[src/rtl/game_ctrl.sv]
// game_ctrl: button debounce, frame tick and IDLE/COUNTDOWN/PLAY/OVER sequencer with score keeping
// Ports: CLK/reset (sync, active-high); Row/Col from the VGA timer; start/donato raw buttons;
//        point/hit datapath pulses; state, frame_tick, action_pulse, frames_left, score, high_score
//        are all registered.
module game_ctrl #(
    parameter int DEBOUNCE_CYCLES  = 250000,
    parameter int FRAME_ROW        = 480,
    parameter int COUNTDOWN_FRAMES = 180,
    parameter int OVER_FRAMES      = 120,
    parameter int MAX_SCORE        = 99
) (
    input  logic       CLK,
    input  logic       reset,
    input  logic [9:0] Row,
    input  logic [9:0] Col,
    input  logic       start,
    input  logic       donato,
    input  logic       point,
    input  logic       hit,
    output logic [1:0] state,
    output logic       frame_tick,
    output logic       action_pulse,
    output logic [7:0] frames_left,
    output logic [6:0] score,
    output logic [6:0] high_score
);
    typedef enum logic [1:0] {IDLE, COUNTDOWN, PLAY, OVER} st_t;
    localparam int CW = DEBOUNCE_CYCLES > 1 ? $clog2(DEBOUNCE_CYCLES) : 1;
    st_t st;
    logic [1:0] btn, s1, s2, db, db_d, rise;
    logic [CW-1:0] cnt [2];
    logic [7:0] fc;
    logic [6:0] score_n;
    assign state = st;
    assign btn = {donato, start};
    // score after this cycle's point, so a simultaneous hit records it in high_score
    assign score_n = (point && score < 7'(MAX_SCORE)) ? score + 7'd1 : score;
    always_ff @(posedge CLK) begin
        if (reset) begin
            s1           <= '0;
            s2           <= '0;
            db           <= '0;
            db_d         <= '0;
            rise         <= '0;
            cnt[0]       <= '0;
            cnt[1]       <= '0;
            st           <= IDLE;
            fc           <= '0;
            frames_left  <= '0;
            score        <= '0;
            high_score   <= '0;
            frame_tick   <= 1'b0;
            action_pulse <= 1'b0;
        end else begin
            s1   <= btn;
            s2   <= s1;
            db_d <= db;
            rise <= db & ~db_d;
            for (int i = 0; i < 2; i++) begin
                if (s2[i] == db[i]) cnt[i] <= '0;
                else if (cnt[i] == CW'(DEBOUNCE_CYCLES - 1)) begin
                    cnt[i] <= '0;
                    db[i]  <= ~db[i];
                end else cnt[i] <= cnt[i] + CW'(1);
            end
            frame_tick   <= Row == 10'(FRAME_ROW) && Col == 10'd0;
            action_pulse <= st == PLAY && rise[1];
            case (st)
                IDLE: if (rise[0]) begin
                    st          <= COUNTDOWN;
                    score       <= '0;
                    fc          <= 8'(COUNTDOWN_FRAMES);
                    frames_left <= 8'(COUNTDOWN_FRAMES);
                end
                COUNTDOWN: if (frame_tick) begin
                    if (fc == 8'd1) begin
                        st          <= PLAY;
                        fc          <= '0;
                        frames_left <= '0;
                    end else begin
                        fc          <= fc - 8'd1;
                        frames_left <= fc - 8'd1;
                    end
                end
                PLAY: begin
                    score <= score_n;
                    if (hit) begin
                        st <= OVER;
                        fc <= 8'(OVER_FRAMES);
                        if (score_n > high_score) high_score <= score_n;
                    end
                end
                OVER: begin
                    if (rise[0] && fc == 8'd0) begin
                        st          <= COUNTDOWN;
                        score       <= '0;
                        fc          <= 8'(COUNTDOWN_FRAMES);
                        frames_left <= 8'(COUNTDOWN_FRAMES);
                    end else if (frame_tick && fc != 8'd0) fc <= fc - 8'd1;
                end
            endcase
        end
    end
endmodule

[config.mk]
export PLATFORM = sky130hd
export DESIGN_NAME = game_ctrl
export DESIGN_NICKNAME = d
export VERILOG_FILES = /design/src/rtl/game_ctrl.sv
export SDC_FILE = /design/constraint.sdc
export NUM_CORES = 1
export LEC_CHECK = 0
export CORE_MARGIN = 3
export CORE_UTILIZATION = 57
export CTS_CLUSTER_SIZE = 20
export DETAILED_ROUTE_END_ITERATION = 8
export DONT_BUFFER_PORTS = 1
export PLACE_DENSITY_LB_ADDON = 0.3
export SLEW_MARGIN = 0
export SYNTH_ARGS = -nofsm -noshare
export SYNTH_HDL_FRONTEND = slang
export SYNTH_SLANG_ARGS = --single-unit
[constraint.sdc]
create_clock -name CLK -period 2.75 [get_ports CLK]
set_input_delay 0.55 -clock CLK [delete_from_list [all_inputs] [get_ports CLK]]
set_output_delay 0.55 -clock CLK [all_outputs]
set_load 0.01 [all_outputs]
==> out/results.tsv, run 1 <==
stage	metric	value	unit
clock_tree	cts_tree	done	
power_and_ir_drop	peakVddDrop	0.0003525	V
critical_path	criticalPathCategory	reg2reg	
finish	fillers	607	
finish	antenna_cells	0	
grt	grt_pass1_vias	3323	
critical_path	required	2990	ps
power_and_ir_drop	total_leakage_power	1.758	nW
logic_synthesis	synthDominantCellAreaShare	24.70	%
route	ant_nets	0	
clock_tree	clockBufferDepth	2	
clock_tree	h-tree-depth	3	
placed_design	portBuffers	0	
floorplan	die_h	93.63	microns
power_and_ir_drop	p_comb_share	17.7	%
floorplan	design.portCount	52	
finish	area_growth	11.41	%
floorplan	die_area	8766	sq um
logic_synthesis	async_reset_ff_share	0	%
timing	period_share	94.47	%
finish	instances_no_fill	617	
logic_synthesis	synth_area	4377	sq um
timing	skew	11.00	ps
route	num_vias	3426	
power_and_ir_drop	p_clk_share	30.8	%
placed_design	place.gp.congestion	0.8907	
route	drc_errors	0	
floorplan	die_w	93.63	microns
timing	finalCriticalPeriod	2598	ps
finish	register_area	1962	sq um
clock_tree	path_clk_slew	70	ps
critical_path	cp-end-kind	flop	
power_and_ir_drop	p_seq_share	51.5	%
critical_path	cp.arrival	2840	ps
timing	worst_slew_pin_slew	665.8	ps
finish	multiInputGateArea	2407	sq um
clock_tree	clk_root_buffer_cell	clkbuf_8	
logic_synthesis	yosysWarnings	0	
grt	grt_max_degree	55	
logic_synthesis	synthTopCellsByArea	edfxtp_1, dfxtp_1, nor2_1, ha_1, xor2_1	
route	first_pass_iters	5	
placed_design	dpl.hpwl	6.277	mm
timing	grt_setup_unrepaired	no	
power_and_ir_drop	p_sw	0.7892	mW
placed_design	dpl.cell_count	601	
job	maxCapViolCount	0	
finish	drive_above_1_share	8.108	%
logic_synthesis	seq_area_frac_synth	44.83	%
logic_synthesis	synth-seq-cells	80	
outcome	status	finished, final reports clean	
logic_synthesis	synth-main-ff-cell	dfxtp_1	
power_and_ir_drop	intPower	1.924	mW
timing	setup_viol	0	
grt	grtUsageTotal	21.27	%
logic_synthesis	synth_top_area_cell	edfxtp_1	
timing	fin_setup_tns	0	ps
route	routed_wl	8.660	mm
power_and_ir_drop	power.density	556.4	nW/um^2
clock_tree	clk_latency	360	ps
critical_path	cp-start-kind	flop	
grt	grt_antenna_before_repair	0	
timing	fmax	384.9	MHz
critical_path	worst-path-max-fanout	5	
floorplan	rows	31	
logic_synthesis	netlist_instances	471	
timing	maxSlewViolCount	0	
power_and_ir_drop	switching_share	29.09	%
grt	grt_pass1_wl	14.96	mm
grt	overflow	0	
finish	fin_nets	557	
logic_synthesis	synth.distinct_cells	55	
route	routed_via_density	5.553	
floorplan	core_area	7370	sq um
floorplan	start_util	59.39	%
timing	slew_headroom	55.27	%
logic_synthesis	synth_edf_count	36	
route	drt_first_iter_violations	188	
logic_synthesis	avgSynthCellArea	9.292	sq um
clock_tree	cts_buffers	9	
clock_tree	cts.sinks	80	
logic_synthesis	synthTopCellsByCount	nor2_1, dfxtp_1, edfxtp_1	
worst_hold_path	worstHoldPathType	in2reg	
timing	hold_viol	0	
logic_synthesis	post-synth-top-count-cell	nor2_1	
route	wire_per_inst	14.04	microns
[cell families (layout without fill, tap and decap cells)]
family,after synthesis,after routing,synth area share (%)
other,1,36,0.08568
buffers and inverters,41,53,3.688
adder cells (fa/ha/maj),18,18,5.146
AO/OA/AOI/OAI,61,61,9.206
XOR/XNOR,41,41,8.205
flip-flops,80,80,44.83
multiplexers,13,13,3.030
AND/OR/NAND/NOR,216,216,25.82
[what timing repair did]
action                     4_1_cts  5_1_grt
setup endpoints to repair        0        7
resized for setup                0        5
hold endpoints to repair         0        0
setup buffers                    0        0
hold buffers                     0        0
[metal layers]
metal | part of all wire (%) | up-vias | track usage, %
met5 | 0 | - | 0
met4 | 1.7 | 0 | 6.378
met3 | 6.9 | 18 | 6.034
met2 | 49 | 125 | 35.74
met1 | 42 | 1578 | 26.65
li1 | - | 1705 | -
[registers in the layout (all words and copies together), names as in the netlist]
name / flops
frame_tick: 1
db_d: 2
s2: 2
cnt: 36
score: 7
action_pulse: 1
state: 2
high_score: 7
s1: 2
rise: 2
db: 2
fc: 8
frames_left: 8
[cell usage in the layout (no fill, tap or decap), types with 3 or more instances in the layout]
master    instances
xor2_1           22
a211oi_1          5
edfxtp_1         36
o21a_1            3
nor2_1           68
nand3b_1          4
nor3_1           10
nand2b_1         16
or3_1             9
nand2_1          32
inv_1            23
conb_1           36
clkbuf_8          9
or4_1             4
nand3_1          22
mux2i_1          11
nand4_1          12
o32ai_1           3
and3_1            5
a31oi_1           3
xnor2_1          18
ha_1             18
o21ai_0           6
nor2b_1          12
buf_4            13
a21oi_1          21
nor3_4            4
dfxtp_1          44
nor4_1            6
[critical path, stage by stage, from the launching register on]
cell and delay [ps]:
dfxtp_1 340, buf_4 170, or4_1 530, nand3_1 100, a2bb2oi_1 120, ha_1 320, nor2b_1 160, o21a_1 120
o21ai_0 90, a21boi_2 200, mux2_2 350
[final cells by class]
class / count / area share, %
clock buffers: 10 / 2.617
clock inverters: 6 / 1.232
inverters: 23 / 1.771
multi-input cells: 385 / 49.37
flip-flops and latches: 80 / 40.24
well taps: 99 / 2.540
repair buffers: 14 / 2.232
[through the flow]
step	hold WS (ps)	setup WS (ps)	utilization, %	area [sq um]	power, mW
floorplan	367.4	83.60	-	4514	1.810
global placement	376.5	179.5	63.33	4667	1.885
detailed placement	379.1	68.69	63.33	4667	1.894
CTS	238.4	21.15	65.87	4855	2.724
global route	231.2	4.438	66.16	4876	2.859
finish	265.4	152.1	66.16	4876	2.713
[final timing paths]
kind	endpoint	slack [ps]	start	depth (start not counted)
max	high_score[0]$_SDFFE_PP0P_	150	score[0]$_SDFFE_PP0P_	10
min	score[2]$_SDFFE_PP0P_	270	reset	1
max reg2reg	high_score[0]$_SDFFE_PP0P_	150	score[0]$_SDFFE_PP0P_	10
min reg2reg	rise[1]$_SDFF_PP0_	380	db_d[1]$_SDFF_PP0_	1
[power groups by stage]
| stage | combinational (mW) | clock, mW | sequential, mW |
|---|---|---|---|
| after global routing | 0.533 | 0.915 | 1.41 |
| after detailed placement | 0.467 | 0 | 1.43 |
| after floorplan | 0.404 | 0 | 1.41 |
| after CTS | 0.472 | 0.853 | 1.40 |
| final | 0.480 | 0.835 | 1.40 |
| after global placement | 0.461 | 0 | 1.42 |
Note: power is estimated with default switching activity, not from simulation.
==> inputs of run 2 (changes only) <==
Settings changed: CORE_ASPECT_RATIO set to 1.5, SLEW_MARGIN 0 to 20.
==> out/results.tsv, run 2 (same netlist as run 1, synthesis figures left out) <==
stage	metric	value	unit
outcome	status	finished, final reports clean	
finish	drive_above_1_share	7.946	%
clock_tree	clk_root_buffer_cell	clkbuf_8	
finish	largest_register_ffs	36	
route	first_pass_iters	4	
timing	fmax	395.8	MHz
grt	overflow	0	
timing	period_share	91.87	%
timing	finalCriticalPeriod	2526	ps
power_and_ir_drop	peakVddDrop	0.0004075	V
floorplan	die_h	113.3	microns
critical_path	required	3030	ps
finish	fin_nets	555	
clock_tree	cts_buffers	9	
grt	grt_max_degree	55	
finish	final_area	4837	sq um
timing	hold_viol	0	
route	drt_first_iter_violations	215	
timing	worst_slew_pin_slew	669.7	ps
grt	grt_pass1_wl	14.84	mm
critical_path	cp-start-kind	flop	
power_and_ir_drop	p_total	2.647	mW
timing	maxSlewViolCount	0	
finish	register_area	1963	sq um
power_and_ir_drop	total_leakage_power	1.744	nW
grt	grt_pass1_vias	3502	
finish	multiInputGateArea	2405	sq um
clock_tree	post_cts_buffers	0	
floorplan	die_w	77.55	microns
timing	hold_ws	256.4	ps
route	ant_nets	0	
clock_tree	cts_tree	done	
grt	grtUsageTotal	20.81	%
placed_design	dpl.hpwl	6.378	mm
power_and_ir_drop	p_clk_share	28.9	%
clock_tree	clockBufferDepth	2	
timing	slew_headroom	55.01	%
clock_tree	path_clk_slew	70	ps
job	maxCapViolCount	0	
power_and_ir_drop	power.density	547.3	nW/um^2
worst_hold_path	worstHoldPathType	in2reg	
critical_path	worst-path-max-fanout	8	
timing	skew	12.17	ps
power_and_ir_drop	p_comb_share	18.2	%
floorplan	core_area	7370	sq um
placed_design	portBuffers	0	
clock_tree	h-tree-depth	3	
finish	area_growth	10.52	%
timing	grt_setup_unrepaired	no	
floorplan	design.portCount	52	
power_and_ir_drop	intPower	1.857	mW
finish	top_register	cnt	
finish	layout_commonest_cell	nor2_1	
critical_path	criticalPathCategory	reg2reg	
route	wire_per_inst	13.81	microns
placed_design	place.gp.congestion	0.9256	
finish	final_cell_mix	nor2_1, dfxtp_1, edfxtp_1, conb_1, nand2_1	
clock_tree	ctsHoldBuffers	0	
clock_tree	clk_latency	360	ps
floorplan	die_area	8787	sq um
timing	setup_viol	0	
route	routed_wl	8.508	mm
critical_path	cp.arrival	2810	ps
finish	reg_top3	cnt x36, fc x8, frames_left x8	
power_and_ir_drop	p_sw	0.7903	mW
floorplan	rows	38	
route	num_vias	3411	
finish	fillers	601	
finish	antenna_cells	0	
power_and_ir_drop	switching_share	29.85	%
placed_design	dpl_cell_area	4653	sq um
critical_path	cp-end-kind	flop	
route	drc_errors	0	
grt	grt_antenna_before_repair	0	
route	routed_via_density	5.537	
timing	fin_setup_tns	0	ps
power_and_ir_drop	p_seq_share	52.8	%
clock_tree	cts.sinks	80	
floorplan	start_util	59.39	%
## run 2: final timing paths
kind	cells after the start	end	startpoint	slack [ps]
setup / recovery	9	high_score[3]$_SDFFE_PP0P_	score[2]$_SDFFE_PP0P_	220
hold / removal	1	score[0]$_SDFFE_PP0P_	reset	260
setup reg to reg	9	high_score[3]$_SDFFE_PP0P_	score[2]$_SDFFE_PP0P_	220
hold reg to reg	1	rise[1]$_SDFF_PP0_	db_d[1]$_SDFF_PP0_	390
## run 2: metal layers
metal	routed length [microns]	vias to the layer above	GRT usage, %
met4	339	0	10.69
met3	403	37	5.414
met5	0	-	0
met1	3388	1577	22.50
met2	4377	97	37.05
li1	-	1700	-
## run 2: final cells by class
cell class	count	area share, %
multi-input combinational	385	49.72
sequential	80	40.58
clock buffer	12	3.001
tap	100	2.587
timing repair buffer	12	1.862
inverter	23	1.785
clock inverter	4	0.4656
## run 2: power groups by stage
stage          combinational [mW]  clock [mW]  sequential, mW
2_1_floorplan               0.404           0            1.41
3_3_place_gp                0.464           0            1.42
3_5_place_dp                0.475           0            1.43
4_1_cts                     0.478       0.787            1.40
5_1_grt                     0.541       0.821            1.41
6_report                    0.483       0.766            1.40
## run 2: critical path: stages, from the launching register on
cell      delay [ps]
dfxtp_1          470
nand4_1          180
nor2_1           150
mux2_2           380
ha_1             300
and4_1           190
a41oi_1          190
a21boi_2         210
buf_4            190
mux2i_1          190
## run 2: what timing repair did
action,CTS,global route
endpoints found under the hold margin,0,0
gates resized for setup,0,5
endpoints found under the setup margin,0,7
## run 2: through the flow
stage	setup slack (ps)	std cells	util (%)
after floorplan	83.60	506	-
after detailed placement	57.58	600	63.14
after global routing	10.21	616	65.64
final	223.7	616	65.64
after CTS	51.50	616	65.42
after global placement	180.9	600	63.14
